## src/rtl/game_ctrl_pkg.sv

```systemverilog
// game_ctrl_pkg
// Shared definitions for the game-control state machine and the blocks that
// display its state: state encoding and default pulse / countdown lengths.
package game_ctrl_pkg;

    // State encoding as seen on the debug/display 'state' port.
    typedef enum logic [2:0] {
        LOAD   = 3'd0,
        PAUSED = 3'd1,
        RESUME = 3'd2,
        PLAY   = 3'd3,
        RESET  = 3'd4
    } game_state_e;

    localparam int unsigned DEF_RESET_CYCLES  = 16;
    localparam int unsigned DEF_RESUME_CYCLES = 1000;

    function automatic int unsigned max_u(input int unsigned a, input int unsigned b);
        return (a > b) ? a : b;
    endfunction

endpackage

```

## src/rtl/ctrl_timer.sv

```systemverilog
// ctrl_timer
// Loadable down-counter that stops at zero.
// Ports:
//   clk, reset_n     : clock, asynchronous active-low reset
//   load, load_val   : synchronous load of the count (load has priority)
//   zero             : count is zero
//   count            : current count
module ctrl_timer #(
    parameter int unsigned CNT_W = 10
) (
    input  logic             clk,
    input  logic             reset_n,
    input  logic             load,
    input  logic [CNT_W-1:0] load_val,
    output logic             zero,
    output logic [CNT_W-1:0] count
);

    logic [CNT_W-1:0] count_q, count_d;

    always_comb begin
        count_d = count_q;
        if (load) begin
            count_d = load_val;
        end else if (count_q != '0) begin
            count_d = count_q - CNT_W'(1);
        end
    end

    always_ff @(posedge clk or negedge reset_n) begin
        if (!reset_n) begin
            count_q <= '0;
        end else begin
            count_q <= count_d;
        end
    end

    assign zero  = (count_q == '0);
    assign count = count_q;

endmodule

```

## src/rtl/game_ctrl_fsm.sv

```systemverilog
// game_ctrl_fsm
// Game-control state machine: holds play until every load-complete flag is
// set, runs a resume countdown after unpause, and issues a fixed-length
// game_reset pulse on a reset-button press while paused.
// Ports:
//   clk, reset_n : clock, asynchronous active-low reset
//   pause_sw     : debounced pause switch (1 = pause requested)
//   reset_btn    : debounced reset button level
//   loaded       : per-source load-complete flags
//   pause        : 1 while the game must not advance
//   game_reset   : reset pulse to game logic
//   state        : current state encoding
//   countdown    : remaining resume cycles, 0 outside RESUME
module game_ctrl_fsm
    import game_ctrl_pkg::*;
#(
    parameter int unsigned N_SRC         = 2,
    parameter int unsigned RESET_CYCLES  = DEF_RESET_CYCLES,
    parameter int unsigned RESUME_CYCLES = DEF_RESUME_CYCLES,
    localparam int unsigned CNT_W = $clog2(max_u(RESET_CYCLES, RESUME_CYCLES) + 1)
) (
    input  logic             clk,
    input  logic             reset_n,
    input  logic             pause_sw,
    input  logic             reset_btn,
    input  logic [N_SRC-1:0] loaded,
    output logic             pause,
    output logic             game_reset,
    output logic [2:0]       state,
    output logic [CNT_W-1:0] countdown
);

    // With no countdown configured, unpausing goes straight to PLAY.
    localparam logic [2:0]       UNPAUSE_ST = (RESUME_CYCLES == 0) ? PLAY : RESUME;
    localparam logic [CNT_W-1:0] RESUME_VAL = CNT_W'(RESUME_CYCLES);
    localparam logic [CNT_W-1:0] RESET_VAL  = CNT_W'(RESET_CYCLES);

    logic [2:0]       state_q, state_d;
    logic             pause_q, pause_d;
    logic             game_reset_q, game_reset_d;
    logic             btn_q, btn_d;

    logic             all_loaded;
    logic             press;
    logic             timer_load;
    logic [CNT_W-1:0] timer_val;
    logic             timer_zero;
    logic [CNT_W-1:0] timer_count;
    logic             timer_done;

    assign all_loaded = &loaded;
    // Edge is taken against the registered level, so a press acts in the
    // same cycle it is first sampled.
    assign press      = reset_btn & ~btn_q;
    assign btn_d      = reset_btn;
    // Leaving on count==1 gives exactly N cycles in the timed state; zero
    // guards against a timed state ever being entered with an empty count.
    assign timer_done = timer_zero | (timer_count == CNT_W'(1));

    always_comb begin
        state_d    = state_q;
        timer_load = 1'b0;
        timer_val  = '0;

        case (state_q)
            LOAD: begin
                if (all_loaded) begin
                    state_d = pause_sw ? PAUSED : UNPAUSE_ST;
                end
            end
            PAUSED: begin
                if (!all_loaded) begin
                    state_d = LOAD;
                end else if (press) begin
                    state_d = RESET;
                end else if (!pause_sw) begin
                    state_d = UNPAUSE_ST;
                end
            end
            RESUME: begin
                if (!all_loaded) begin
                    state_d = LOAD;
                end else if (pause_sw) begin
                    state_d = PAUSED;
                end else if (timer_done) begin
                    state_d = PLAY;
                end
            end
            PLAY: begin
                if (!all_loaded) begin
                    state_d = LOAD;
                end else if (pause_sw) begin
                    state_d = PAUSED;
                end
            end
            RESET: begin
                // Not interruptible: only the pulse length decides the exit.
                if (timer_done) begin
                    state_d = all_loaded ? PAUSED : LOAD;
                end
            end
            default: state_d = LOAD;
        endcase

        // The shared timer is (re)loaded on entry to either timed state.
        if (state_d == RESUME && state_q != RESUME) begin
            timer_load = 1'b1;
            timer_val  = RESUME_VAL;
        end else if (state_d == RESET && state_q != RESET) begin
            timer_load = 1'b1;
            timer_val  = RESET_VAL;
        end

        pause_d      = (state_d != PLAY);
        game_reset_d = (state_d == RESET);
    end

    always_ff @(posedge clk or negedge reset_n) begin
        if (!reset_n) begin
            state_q      <= LOAD;
            pause_q      <= 1'b1;
            game_reset_q <= 1'b0;
            btn_q        <= 1'b0;
        end else begin
            state_q      <= state_d;
            pause_q      <= pause_d;
            game_reset_q <= game_reset_d;
            btn_q        <= btn_d;
        end
    end

    ctrl_timer #(
        .CNT_W (CNT_W)
    ) u_timer (
        .clk      (clk),
        .reset_n  (reset_n),
        .load     (timer_load),
        .load_val (timer_val),
        .zero     (timer_zero),
        .count    (timer_count)
    );

    assign pause      = pause_q;
    assign game_reset = game_reset_q;
    assign state      = state_q;
    // The timer also runs during RESET; only expose it while resuming.
    assign countdown  = (state_q == RESUME) ? timer_count : '0;

endmodule

```

## config.mk

```make
export PLATFORM = sky130hd
export DESIGN_NAME = game_ctrl_fsm
export DESIGN_NICKNAME = d
export VERILOG_FILES = /design/src/rtl/game_ctrl_pkg.sv /design/src/rtl/ctrl_timer.sv /design/src/rtl/game_ctrl_fsm.sv
export SDC_FILE = /design/constraint.sdc
export NUM_CORES = 1
export LEC_CHECK = 0
export ABC_AREA = 0
export BUFFER_PORTS_ARGS = -buffer_cell sky130_fd_sc_hd__buf_2
export CAP_MARGIN = 20
export CELL_PAD_IN_SITES_DETAIL_PLACEMENT = 1
export CELL_PAD_IN_SITES_GLOBAL_PLACEMENT = 2
export CORE_MARGIN = 3
export CORE_UTILIZATION = 34
export DETAILED_ROUTE_END_ITERATION = 7
export PLACE_DENSITY = 0.82
export RECOVER_POWER = 25
export SLEW_MARGIN = 20
export SYNTH_ARGS = -nofsm -noshare
export SYNTH_HDL_FRONTEND = slang
export SYNTH_SLANG_ARGS = --single-unit
```

## constraint.sdc

```tcl
create_clock -name clk -period 3.5 [get_ports clk]
set_input_delay 0.7 -clock clk [delete_from_list [all_inputs] [get_ports clk]]
set_output_delay 0.7 -clock clk [all_outputs]
set_load 0.05 [all_outputs]
```

==> flow_summary.ini, run 1 <==
[final_layout]
antenna_cells = 0
utilization = 0.4264
nNetsFinal = 121
area_growth_pct = 18.50
drive_gt1_frac = 0.2523
fin_cells = 141
fillers = 308
final_area_um2 = 1066

[timing]
slew_violations = 0
finalCriticalPeriod_ns = 2.679
final-setup-viol-count = 0
rsz0062_at_grt = false
hold_viol_final = 0
max_freq_ghz = 0.3732
max-slew-margin-rel = 0.3876
tightest_slew_ns = 0.9186
finalCritPeriodShare = 0.7655
tns_ns = 0
finClkSkew_ns = 0.006106

[logic_synthesis]
yosysTopAreaCellShare = 0.4172
synthArstFlopShare = 1.000
synth_area_per_cell_um2 = 10.22
ys.flop_type = dfrtp_1
yosys_warnings = 0
yosys.area.top_type = dfrtp_1
synth_fp_nets = 97
mappedNetlistArea_um2 = 899.6
synth_cells = 88
synth-seq-cells = 16
synth_edf_count = 0
synth_commonest_cells = 15 x dfrtp_1, 9 x and2_1, 8 x o21ai_0
ys_top_cells_by_area = dfrtp_1 42%, and2_1 6.3%, xor2_1 5.8%
synth.most_common_cell = dfrtp_1
ys_types = 29
ys_seq_area_frac = 0.4465

[setup_path]
cpPeakStageDelay_ns = 0.74
worstSetupPathType = reg -> out
timing.rr.end = u_timer.count[2]
cp-end-kind = output port
reg2reg_depth = 3
r2r-start = state[2]
path_buf_inv = 1
critPathSlowestCell = nor3b_1
critPathLaunch = state[0]
crit_path_end = countdown[5]
required_ns = 2.80
cpLargestDelayFamily = simple AND/OR/NAND/NOR gates
critical_path_depth = 3
path_cells = nor3b_1 > and2_2 > buf_2
arrival_ns = 1.98
crit_fanout = 10
start_kind = register
r2r_slack_ns = 1.82

[place]
placed_cell_area_um2 = 1032
dp.cells = 137
gp_congestion = 0.7863
hpwl_mm = 1.659
numPortBuffers = 20

[die]
die_x_um = 57.44
core_um2 = 2500
std_cell_rows = 18
die_h_um = 57.44
pin_count = 21
dieArea_um2 = 3299
initial_utilization = 0.3599

[cts]
cts_buffers = 3
post_cts_buffers = 0
hold_buffers = 0
cts_max_level = 1
post_cts_resized = 0
worstSkewPairLatency_ns = 0.28
cts_max_path_buffers = 2
clk_pin_slew_worst_paths_ns = 0.10
cts_tree = built
clkSinkCount = 16
cts_root_buf = clkbuf_4

[drt]
wl_per_cell_um = 15.24
vias = 717
drt_iter0_drc = 11
drtPass1Iterations = 4
vias_per_cell = 5.085
wl_mm = 2.149
drc = 0
ant_nets = 0

[global_routing]
grt_usage = 0.1459
antenna_found_initial = 0
grt_overflow = 0
grt_pass1_vias = 794
grt_start_max_net_pins = 17
grt_first_pass_wirelength_mm = 3.753

[power]
ir_drop_mv = 0.4222
p_leak_uw = 0.0004958
power_density_nw_per_um2 = 757.3

[job]
cap_violations = 0

[run_status]
outcome = completed

[hold_path]
hold_class = in -> async
[kinds of logic after synthesis]
family	after synthesis	synth area share
simple gates	42	0.3115
buf+inv	3	0.01391
flops	16	0.4465
compound gates	14	0.08903
xor+xnor	10	0.09735
fa+ha+maj	3	0.04173
[stage by stage]
stage / power [uW] / worst slack [ns] / hold slack (ns)
2_1_floorplan: 598.1 / 1.100 / 0.4044
5_1_grt: 874.7 / 0.5046 / 0.5290
6_report: 807.3 / 0.8207 / 0.5162
3_5_place_dp: 695.3 / 1.021 / 0.6341
4_1_cts: 823.2 / 0.6860 / 0.3252
3_3_place_gp: 679.7 / 1.090 / 0.5934
[state kept, by name, indices dropped and copies added, names as in the netlist]
signal,flops
u_timer.count,10
state,3
btn_q,1
game_reset,1
pause,1
[worst min-delay path by stage]
stage,end,cells past startpoint,from
after CTS,u_timer.count[5],1,reset_n
after detailed placement,u_timer.count[8],2,u_timer.count[8]
after global placement,u_timer.count[8],2,u_timer.count[8]
final,u_timer.count[5],1,reset_n
after global routing,btn_q,1,reset_btn
after floorplan,btn_q,0,reset_n
[metal layers]
layer,wire length [um],part of all wire,vias up,GRT usage
met1,989,0.46,350,0.1868
met2,1058,0.49,13,0.2435
met3,82,0.038,2,0.02262
li1,-,-,352,-
met4,19,0.0088,0,0.05960
met5,0,0,-,0
[placed cells by master (no fill, tap or decap), drive strengths merged]
| cell | n |
|---|---|
| a21boi | 1 |
| dfstp | 1 |
| buf | 18 |
| clkbuf | 6 |
| inv | 2 |
| and2 | 10 |
| nor4 | 2 |
| nand4b | 1 |
| or2 | 1 |
| o21a | 1 |
| nor3b | 3 |
| xnor2 | 4 |
| nor2 | 6 |
| and4bb | 1 |
| a22oi | 1 |
| a211oi | 1 |
| nand3 | 2 |
| nor3 | 4 |
| nand2b | 1 |
| o21ai | 8 |
| xor2 | 6 |
| nand2 | 5 |
| ha | 3 |
| nand3b | 5 |
| or4 | 1 |
| a21oi | 2 |
| dfrtp | 15 |
[worst register-to-register path: stages (launching register included)]
cell      delay, ns
dfrtp_1        0.44
nand3b_1       0.24
or4_1          0.67
nor3b_1        0.22
[final cells by class]
| cell class | count | area (um2) | share of cell area |
|---|---|---|---|
| Clock buffer | 4 | 36.28 | 0.03404 |
| Multi-Input combinational cell | 69 | 485.5 | 0.4554 |
| Sequential cell | 16 | 401.6 | 0.3768 |
| Tap cell | 30 | 37.54 | 0.03521 |
| Inverter | 2 | 7.507 | 0.007042 |
| Timing Repair Buffer | 20 | 97.59 | 0.09155 |
[power breakdown]
group          total [uW]  internal [uW]  switching [uW]  leakage [uW]
clock network         121           63.3            57.9     0.0000210
logic                 344            127             218      0.000292
registers             342            248            93.5      0.000183
Power figures use the tool's default switching activity.
==> run 2: changes to the inputs <==
--- a/config.mk
+++ b/config.mk
@@ -11,9 +11,9 @@
 export CELL_PAD_IN_SITES_DETAIL_PLACEMENT = 1
 export CELL_PAD_IN_SITES_GLOBAL_PLACEMENT = 2
 export CORE_MARGIN = 3
-export CORE_UTILIZATION = 34
+export CORE_UTILIZATION = 32
 export DETAILED_ROUTE_END_ITERATION = 7
-export PLACE_DENSITY = 0.82
+export PLACE_DENSITY = 0.78
 export RECOVER_POWER = 25
 export SLEW_MARGIN = 20
 export SYNTH_ARGS = -nofsm -noshare
==> constraint.sdc (replaced) <==
create_clock -name clk -period 2.75 [get_ports clk]
set_input_delay 0.55 -clock clk [delete_from_list [all_inputs] [get_ports clk]]
set_output_delay 0.55 -clock clk [all_outputs]
set_load 0.05 [all_outputs]
==> run 2 against run 1 <==
Against the previous run:
- first-iteration DRC count fell by 36%
- register-to-register slack lost 0.77 ns
- die area increased by 5.6%
- worst hold slack got worse by 0.17 ns
- worst setup slack got worse by 0.20 ns
- clock skew fell by 0.0040 ns
- sequential share of layout area down 0.26 points
- cell count rose by 0.71%
- via count is 1.8% higher
- utilization is 0.83 points lower
- critical path depth increased by 1
==> flow_summary.ini, run 2 (synthesis results as in run 1) <==
[run_status]
outcome = completed

[die]
dieArea_um2 = 3483
std_cell_rows = 18
core_um2 = 2567
die_h_um = 59.02
die_x_um = 59.02
pin_count = 21
initial_utilization = 0.3504

[cts]
cts_buffers = 3
worstSkewPairLatency_ns = 0.29
hold_buffers = 0
cts_max_path_buffers = 2
post_cts_buffers = 0
cts_max_level = 1
post_cts_resized = 0
clk_pin_slew_worst_paths_ns = 0.10
clkSinkCount = 16
cts_tree = built
cts_root_buf = clkbuf_4

[power]
ir_drop_mv = 0.5703
power.total_uw = 1044
power.share.sequential = 0.418
p_leak_uw = 0.0005011
clockPowerShare = 0.156
combPwrFrac = 0.427
p_int_uw = 559.3
power_density_nw_per_um2 = 972.3
switching_share = 0.4642
p_sw_uw = 484.5

[drt]
drt-met1-wl_mm = 1.025
drtPass1Iterations = 4
wl_mm = 2.226
drc = 0
dr_wl_met2_mm = 1.078
vias_per_cell = 5.141
ant_nets = 0
wl_per_cell_um = 15.68
wl_met3_um = 78
drt_iter0_drc = 7
vias = 730
top_layer = met4

[final_layout]
area_growth_pct = 19.33
mostFrequentLayoutCell = buf_2
antenna_cells = 0
largest_register_ffs = 10
fillers = 310
fin_cells = 142
final_cell_mix = 18 x buf_2, 15 x dfrtp_1, 9 x and2_1
drive_gt1_frac = 0.2589
nNetsFinal = 122
multi_input_comb_area_um2 = 485.5
final_area_um2 = 1074
seq_area_um2 = 401.6

[hold_path]
hold_class = in -> async

[setup_path]
critPathSlowestCell = dfrtp_1
required_ns = 2.20
worstSetupPathType = reg -> out
cp-end-kind = output port
start_kind = register
path_buf_inv = 2
r2r_slack_ns = 1.05
cpLargestDelayFamily = flip-flops
timing.rr.end = u_timer.count[3]
crit_fanout = 10
path_cells = nor3b_1 > buf_4 > and2_1 > buf_2
arrival_ns = 1.58
cpPeakStageDelay_ns = 0.48
r2r-start = u_timer.count[4]
reg2reg_depth = 4

[place]
dp.cells = 138
pre_cts_ws_ns = 0.9231
gp_congestion = 0.7107
placed_cell_area_um2 = 1040
hpwl_mm = 1.737
numPortBuffers = 20

[timing]
layout_setup_ws_ns = 0.6222
finalCritPeriodShare = 0.7737
max-slew-margin-rel = 0.3950
tightest_slew_ns = 0.9075
max_freq_ghz = 0.4700
finClkSkew_ns = 0.002119
finalCriticalPeriod_ns = 2.128
tns_ns = 0
final-setup-viol-count = 0
rsz0062_at_grt = false
slew_violations = 0
hold_viol_final = 0

[global_routing]
antenna_found_initial = 0
grt_start_max_net_pins = 17
grt_usage = 0.1457
grt_pass1_vias = 741
grt_first_pass_wirelength_mm = 3.698
grt_overflow = 0

[job]
cap_violations = 0
[run 2: area by class of cell]
cell class	count	area share
Sequential cell	16	0.3741
Inverter	2	0.006993
Clock buffer	4	0.03380
Multi-Input combinational cell	69	0.4522
Timing Repair Buffer	21	0.09790
Tap cell	30	0.03497
[run 2: stage by stage]
step | util | hold slack (ns)
5_1_grt | 0.4181 | 0.3832
4_1_cts | 0.4191 | 0.1635
6_report | 0.4181 | 0.3498
3_3_place_gp | 0.4050 | 0.4865
3_5_place_dp | 0.4050 | 0.4892
2_1_floorplan | - | 0.2544
[run 2: worst max path at each step]
stage                  start           end  slack, ns  cells after the start
floorplan           state[1]  countdown[0]       0.50                      2
global placement    state[1]  countdown[9]       0.95                      4
detailed placement  state[1]  countdown[9]       0.92                      4
CTS                 state[1]  countdown[9]       0.57                      4
global route        state[1]  countdown[9]       0.51                      4
finish              state[1]  countdown[9]       0.62                      4
[run 2: routing by layer]
metal,up-vias,track usage
li1,354,-
met1,355,0.2038
met2,16,0.2256
met3,5,0.02179
met4,0,0.05825
met5,-,0
[run 2: power groups by stage]
stage	Combinational, uW	Clock [uW]	Sequential (uW)
4_1_cts	455	166	437
3_3_place_gp	442	0	434
3_5_place_dp	454	0	441
5_1_grt	497	180	455
2_1_floorplan	290	0	471
6_report	445	162	436
